$ cat src/rtl/regfile_pkg.sv
// regfile_pkg: shared default constants for the 2-read/1-write register file.
//   DATA_W_DEF : default register width in bits
//   NREGS_DEF  : default number of registers
package regfile_pkg;

   localparam int DATA_W_DEF = 16;
   localparam int NREGS_DEF  = 8;

endpackage

$ cat src/rtl/regfile_2r1w_if.sv
// regfile_2r1w_if: write port, two read ports and written mask of the
// register file, bundled as one bus.
//   slave  : register file side (drives read data, valid strobes, mask)
//   master : requester side (drives write and read requests)
interface regfile_2r1w_if
   import regfile_pkg::*;
#(
   parameter int DATA_W = DATA_W_DEF,
   parameter int NREGS  = NREGS_DEF,
   parameter int ADDR_W = $clog2(NREGS)
);

   logic              write;
   logic [ADDR_W-1:0] writenum;
   logic [DATA_W-1:0] data_in;
   logic              rd_en_a;
   logic [ADDR_W-1:0] readnum_a;
   logic              rd_en_b;
   logic [ADDR_W-1:0] readnum_b;
   logic [DATA_W-1:0] data_out_a;
   logic [DATA_W-1:0] data_out_b;
   logic              rd_valid_a;
   logic              rd_valid_b;
   logic [NREGS-1:0]  written_mask;

   modport slave (
      input  write, writenum, data_in,
      input  rd_en_a, readnum_a, rd_en_b, readnum_b,
      output data_out_a, data_out_b, rd_valid_a, rd_valid_b, written_mask
   );

   modport master (
      output write, writenum, data_in,
      output rd_en_a, readnum_a, rd_en_b, readnum_b,
      input  data_out_a, data_out_b, rd_valid_a, rd_valid_b, written_mask
   );

endinterface

$ cat src/rtl/regfile_rdport.sv
// regfile_rdport: one read port of the register file.
//   clk, reset   : clock, synchronous active-high reset
//   regs_i       : whole storage array (pre-write contents)
//   wr_en_i      : qualified write (in range, not a hard-wired zero reg)
//   wr_num_i     : write index
//   wr_data_i    : write data, used for write-first bypass
//   rd_en_i      : read request
//   rd_num_i     : read index
//   rd_data_o    : read data
//   rd_valid_o   : read data valid
module regfile_rdport #(
   parameter int DATA_W   = 16,
   parameter int NREGS    = 8,
   parameter int ADDR_W   = $clog2(NREGS),
   parameter int READ_REG = 1,
   parameter int R0_ZERO  = 0
)(
   input  logic                           clk,
   input  logic                           reset,
   input  logic [NREGS-1:0][DATA_W-1:0]   regs_i,
   input  logic                           wr_en_i,
   input  logic [ADDR_W-1:0]              wr_num_i,
   input  logic [DATA_W-1:0]              wr_data_i,
   input  logic                           rd_en_i,
   input  logic [ADDR_W-1:0]              rd_num_i,
   output logic [DATA_W-1:0]              rd_data_o,
   output logic                           rd_valid_o
);

   logic              masked;
   logic [DATA_W-1:0] stored;
   logic [DATA_W-1:0] rd_raw;
   logic [DATA_W-1:0] rd_byp;

   // Out-of-range and hard-wired zero indices read as 0 and override the
   // bypass; NREGS need not be a power of two, so the range test is real.
   assign masked = (int'(rd_num_i) >= NREGS) || ((R0_ZERO != 0) && (rd_num_i == '0));

   // Decoded mux keeps the select inside the array bounds.
   always_comb begin
      stored = '0;
      for (int i = 0; i < NREGS; i++)
         if (rd_num_i == ADDR_W'(i)) stored = regs_i[i];
   end

   assign rd_raw = masked ? '0 : stored;
   assign rd_byp = (!masked && wr_en_i && (wr_num_i == rd_num_i)) ? wr_data_i : rd_raw;

   generate
      if (READ_REG != 0) begin : g_reg
         logic [DATA_W-1:0] data_q;
         logic              valid_q;

         // Data holds when no read is requested; valid drops.
         always_ff @(posedge clk) begin
            if (reset) begin
               data_q  <= '0;
               valid_q <= 1'b0;
            end else begin
               valid_q <= rd_en_i;
               if (rd_en_i) data_q <= rd_byp;
            end
         end

         assign rd_data_o  = data_q;
         assign rd_valid_o = valid_q;
      end else begin : g_comb
         // Combinational port: no state, no bypass (shows pre-write value).
         logic unused_ok;
         assign unused_ok  = ^{clk, reset, rd_byp};
         assign rd_data_o  = rd_raw;
         assign rd_valid_o = rd_en_i;
      end
   endgenerate

endmodule

$ cat src/rtl/regfile_2r1w.sv
// regfile_2r1w: NREGS x DATA_W register file, one write port, two
// independent read ports (A, B), per-register written mask.
//   clk, reset : clock, synchronous active-high reset (wins over a write)
//   bus        : regfile_2r1w_if slave - write request, read requests A/B,
//                read data/valid A/B, written_mask
module regfile_2r1w
   import regfile_pkg::*;
#(
   parameter int DATA_W   = DATA_W_DEF,
   parameter int NREGS    = NREGS_DEF,
   parameter int ADDR_W   = $clog2(NREGS),
   parameter int READ_REG = 1,
   parameter int R0_ZERO  = 0
)(
   input  logic           clk,
   input  logic           reset,
   regfile_2r1w_if.slave  bus
);

   logic [NREGS-1:0][DATA_W-1:0] regs_q, regs_d;
   logic [NREGS-1:0]             mask_q, mask_d;
   logic                         wr_ok;

   // A write only lands on an existing, writable register.
   assign wr_ok = bus.write
                  && (int'(bus.writenum) < NREGS)
                  && !((R0_ZERO != 0) && (bus.writenum == '0));

   always_comb begin
      regs_d = regs_q;
      mask_d = mask_q;
      for (int i = 0; i < NREGS; i++) begin
         if (wr_ok && (bus.writenum == ADDR_W'(i))) begin
            regs_d[i] = bus.data_in;
            mask_d[i] = 1'b1;
         end
      end
   end

   always_ff @(posedge clk) begin
      if (reset) begin
         regs_q <= '0;
         mask_q <= '0;
      end else begin
         regs_q <= regs_d;
         mask_q <= mask_d;
      end
   end

   assign bus.written_mask = mask_q;

   regfile_rdport #(
      .DATA_W(DATA_W), .NREGS(NREGS), .ADDR_W(ADDR_W),
      .READ_REG(READ_REG), .R0_ZERO(R0_ZERO)
   ) u_rd_a (
      .clk        (clk),
      .reset      (reset),
      .regs_i     (regs_q),
      .wr_en_i    (wr_ok),
      .wr_num_i   (bus.writenum),
      .wr_data_i  (bus.data_in),
      .rd_en_i    (bus.rd_en_a),
      .rd_num_i   (bus.readnum_a),
      .rd_data_o  (bus.data_out_a),
      .rd_valid_o (bus.rd_valid_a)
   );

   regfile_rdport #(
      .DATA_W(DATA_W), .NREGS(NREGS), .ADDR_W(ADDR_W),
      .READ_REG(READ_REG), .R0_ZERO(R0_ZERO)
   ) u_rd_b (
      .clk        (clk),
      .reset      (reset),
      .regs_i     (regs_q),
      .wr_en_i    (wr_ok),
      .wr_num_i   (bus.writenum),
      .wr_data_i  (bus.data_in),
      .rd_en_i    (bus.rd_en_b),
      .rd_num_i   (bus.readnum_b),
      .rd_data_o  (bus.data_out_b),
      .rd_valid_o (bus.rd_valid_b)
   );

endmodule

$ cat src/flat_wrapper.sv
// flat-port wrapper written by rule: the top's interface ports become plain ports
module regfile_2r1w_flat import regfile_pkg::*;
#(
   parameter int DATA_W   = DATA_W_DEF,
   parameter int NREGS    = NREGS_DEF,
   parameter int ADDR_W   = $clog2(NREGS),
   parameter int READ_REG = 1,
   parameter int R0_ZERO  = 0
)
  (clk, reset, bus_write, bus_writenum, bus_data_in, bus_rd_en_a, bus_readnum_a, bus_rd_en_b, bus_readnum_b, bus_data_out_a, bus_data_out_b, bus_rd_valid_a, bus_rd_valid_b, bus_written_mask);
  regfile_2r1w_if #(.DATA_W(DATA_W), .NREGS(NREGS), .ADDR_W(ADDR_W)) bus_i ();
  input  logic clk;
  input  logic reset;
  input wire logic [$bits(bus_i.write)-1:0] bus_write;
  input wire logic [$bits(bus_i.writenum)-1:0] bus_writenum;
  input wire logic [$bits(bus_i.data_in)-1:0] bus_data_in;
  input wire logic [$bits(bus_i.rd_en_a)-1:0] bus_rd_en_a;
  input wire logic [$bits(bus_i.readnum_a)-1:0] bus_readnum_a;
  input wire logic [$bits(bus_i.rd_en_b)-1:0] bus_rd_en_b;
  input wire logic [$bits(bus_i.readnum_b)-1:0] bus_readnum_b;
  output wire logic [$bits(bus_i.data_out_a)-1:0] bus_data_out_a;
  output wire logic [$bits(bus_i.data_out_b)-1:0] bus_data_out_b;
  output wire logic [$bits(bus_i.rd_valid_a)-1:0] bus_rd_valid_a;
  output wire logic [$bits(bus_i.rd_valid_b)-1:0] bus_rd_valid_b;
  output wire logic [$bits(bus_i.written_mask)-1:0] bus_written_mask;
  assign bus_i.write = bus_write;
  assign bus_i.writenum = bus_writenum;
  assign bus_i.data_in = bus_data_in;
  assign bus_i.rd_en_a = bus_rd_en_a;
  assign bus_i.readnum_a = bus_readnum_a;
  assign bus_i.rd_en_b = bus_rd_en_b;
  assign bus_i.readnum_b = bus_readnum_b;
  assign bus_data_out_a = bus_i.data_out_a;
  assign bus_data_out_b = bus_i.data_out_b;
  assign bus_rd_valid_a = bus_i.rd_valid_a;
  assign bus_rd_valid_b = bus_i.rd_valid_b;
  assign bus_written_mask = bus_i.written_mask;
  regfile_2r1w #(.DATA_W(DATA_W), .NREGS(NREGS), .ADDR_W(ADDR_W), .READ_REG(READ_REG), .R0_ZERO(R0_ZERO)) u_core (.clk(clk), .reset(reset), .bus(bus_i));
endmodule
$ cat config.mk
export PLATFORM = sky130hd
export DESIGN_NAME = regfile_2r1w_flat
export DESIGN_NICKNAME = d
export VERILOG_FILES = /design/src/rtl/regfile_pkg.sv /design/src/rtl/regfile_2r1w_if.sv /design/src/rtl/regfile_rdport.sv /design/src/rtl/regfile_2r1w.sv /design/src/flat_wrapper.sv
export SDC_FILE = /design/constraint.sdc
export NUM_CORES = 1
export LEC_CHECK = 0
export BUFFER_PORTS_ARGS = -buffer_cell sky130_fd_sc_hd__buf_4
export CAP_MARGIN = 20
export CELL_PAD_IN_SITES_DETAIL_PLACEMENT = 1
export CELL_PAD_IN_SITES_GLOBAL_PLACEMENT = 2
export CORE_MARGIN = 3
export CORE_UTILIZATION = 33
export CTS_CLUSTER_SIZE = 20
export DETAILED_ROUTE_END_ITERATION = 10
export GPL_ROUTABILITY_DRIVEN = 0
export HOLD_SLACK_MARGIN = 0.06
export PLACE_DENSITY = 0.84
export SYNTH_ARGS = -nofsm -noshare
export SYNTH_HDL_FRONTEND = slang
export SYNTH_SLANG_ARGS = --single-unit
$ cat constraint.sdc
create_clock -name clk -period 1.7 [get_ports clk]
set_input_delay 0.34 -clock clk [delete_from_list [all_inputs] [get_ports clk]]
set_output_delay 0.34 -clock clk [all_outputs]
set_load 0.005 [all_outputs]
==> qor.txt <==
Vias in the first global route: 8045
Avg WL per Cell: 21.3 um
Fin Clk Skew: 0.0136 ns
Final hold viol count: 0
Period utilization: 97.1%
Clock Path Buffers: 2
Initial antenna violation count: 0
Leak: 3.75 nW
Nets: 1121
GRT Util Overall: 21.7%
Startpoint Class: register
Crit end category: register
Post-synth EDFFs: 0
First-pass DRT Iterations: 5
Worst Hold Class: in -> reg
Finished Core Util: 41.6%
Number of cells after detailed placement: 1402
Global route overflow: 0
Final Instance Count excl. Fillers: 1434
Crit path arrival time: 1.96 ns
Unique masters post-synth: 35
Vias: 7865
Mapped Nets: 1061
Final-report max-slew violation count: 0
Register area share after synthesis: 39.9%
PD cells: 920 nW/um^2
First-pass GRT wire length: 47.9 mm
Maximum number of pins on one net before global-route repair: 66
Share of cells above drive strength 1: 19.8%
Predominant post-synthesis flop cell: dfxtp_1
Initial Utilization: 33.7%
DR vias/cell: 5.48
Worst skew pair latency: 0.44 ns
RSZ-0062 raised after global routing: false
Rows: 58
Ys async rst share: 0%
Status: finished, final reports clean
Multi-input gate area: 4710 sq um
CTS root buf: clkbuf_16
Detail Placement HPWL: 20.7 mm
Crit path kind: reg -> reg
Worst slew margin: 64.8%
Die Wd: 167 um
R2R setup slack: 0.05 ns
Max-cap violations: 0
Input/output buffers: 71
Avg Cell Area, Syn: 8.28 sq um
Antenna-violating nets left: 0
# fillers: 2957
CP Max Fanout: 3
H-tree depth: 4
Ys Warns: 0
WL final: 30.5 mm
FF+latch area: 3400 sq um
Clock Pin Slew Worst Setup and Hold Paths: 0.07 ns
Core ar.: 25300 sq um
I/O pin count: 72
CTS buffer count: 17
Die ar.: 27800 sq um
CP required: 2.01 ns
Setup-failing EPs final: 0
Iter 0 DRT Violations: 551
Post-layout min period: 1.65 ns
TritonCTS clock tree: yes
Ant diodes: 0
Number of remaining DRC errors: 0
Area delta synth->final: 23.5%
Post-Syn Instances: 1031
Peak supply drop: 0.731 mV
Synthesized area: 8540 sq um
CTS Sinks: 170
Actual slew at the worst max-slew pin: 0.528 ns
F_max: 606 MHz
Yosys reg bits: 170
Die H: 167 um
==> synth_stat cells (3+ instances only) <==
cell type,n,area (sq um)
a211oi_1,29,218
a21oi_1,129,646
a221oi_1,19,166
a221oi_2,10,150
a31oi_1,4,25.0
buf_2,23,115
buf_4,3,22.5
buf_6,4,45.0
clkbuf_1,67,251
dfxtp_1,170,3400
mux2_2,4,45.0
mux2i_1,32,320
mux4_1,6,158
mux4_2,25,563
nand2_1,291,1090
nand2b_1,5,31.3
nand3_1,4,20.0
nand4_1,3,18.8
nor2_1,54,203
nor2b_1,35,219
o211ai_1,30,225
o21a_1,29,218
o21ai_0,4,20.0
or2_0,28,175
xnor2_1,6,52.6
==> per-stage QoR <==
stage | worst slack, ns | hold slack (ns) | setup TNS, ns | area [sq um] | total power [mW]
floorplan | -0.0120 | 0.440 | -0.107 | 8550 | 4.94
global placement | -0.299 | 0.451 | -7.95 | 9870 | 5.44
detailed placement | -0.359 | 0.463 | -9.09 | 9870 | 5.47
CTS | 0.000741 | 0.208 | 0 | 10500 | 9.75
global route | 0.00168 | 0.217 | 0 | 10500 | 10.0
finish | 0.0491 | 0.214 | 0 | 10500 | 9.70
==> final cells by class <==
cell class / instances / area share (%)
multi-input cells: 761 / 44.7
inverters: 2 / 0.0712
well taps: 330 / 3.92
clock inverters: 14 / 1.95
flip-flops and latches: 170 / 32.3
clock buffers: 18 / 4.16
repair buffers: 139 / 13.0
==> timing repair <==
action,in CTS,in global routing
endpoints found under the setup margin,0,17
setup buffers,0,0
hold buffers,0,0
resized for setup,0,6
==> report_power, final <==
group          internal, mW  leakage [nW]  total (mW)  switching (mW)
Clock                  2.54         0.308        4.30            1.76
Combinational         0.534          2.07        1.22           0.683
Sequential             4.09          1.38        4.18          0.0902
Total                  7.16          3.75        9.70            2.54
==> layout by cell type, fill, tap and decap left out, types with 5 or more instances in the layout <==
master / synthesis / final
a211oi_1: 29 / 29
a21oi_1: 129 / 129
a221oi_1: 19 / 14
a221oi_2: 10 / 15
buf_12: 1 / 26
buf_4: 3 / 113
clkbuf_16: 0 / 17
dfxtp_1: 170 / 170
mux2i_1: 32 / 32
mux4_1: 6 / 6
mux4_2: 25 / 25
nand2_1: 291 / 291
nand2b_1: 5 / 5
nor2_1: 54 / 54
nor2b_1: 35 / 35
o211ai_1: 30 / 30
o21a_1: 29 / 29
or2_0: 28 / 28
xnor2_1: 6 / 6
==> path summary, 6_finish.rpt <==
check | from | end | cells after the start
setup / recovery | u_core.regs_q[35] | u_core.u_rd_b.rd_data_o[3] | 4
hold / removal | bus_data_in[6] | u_core.regs_q[22] | 3
setup reg to reg | u_core.regs_q[35] | u_core.u_rd_b.rd_data_o[3] | 4
hold reg to reg | u_core.regs_q[3] | u_core.regs_q[3] | 2
==> kinds of logic after synthesis <==
group | after synthesis | share of synthesized area (%)
AND/OR/NAND/NOR | 430 | 21.5
AO/OA/AOI/OAI | 258 | 19.9
flip-flops | 170 | 39.9
buffers and inverters | 100 | 5.41
multiplexers | 67 | 12.7
XOR/XNOR | 6 | 0.615
==> state kept, by name (all words and copies together) (netlist names) <==
name	flops
u_core.regs_q	128
u_core.u_rd_a.rd_data_o	16
u_core.u_rd_b.rd_data_o	16
u_core.bus.written_mask	8
u_core.u_rd_a.rd_valid_o	1
u_core.u_rd_b.rd_valid_o	1
==> per-layer routing <==
layer  up-vias  routed length (um)  GRT usage [%]
li1       3703                   -              -
met1      3963               15100           31.3
met2       165               13700           34.3
met3        34                1150           2.80
met4         0                 552           5.95
met5         -                   0              0
==> critical path: stages, from the launching register on <==
cell and delay [ns]:
dfxtp_1 0.34, mux4_2 0.48, or2_0 0.25, a221oi_1 0.33
a211oi_1 0.12
Power figures use the tool's default switching activity.
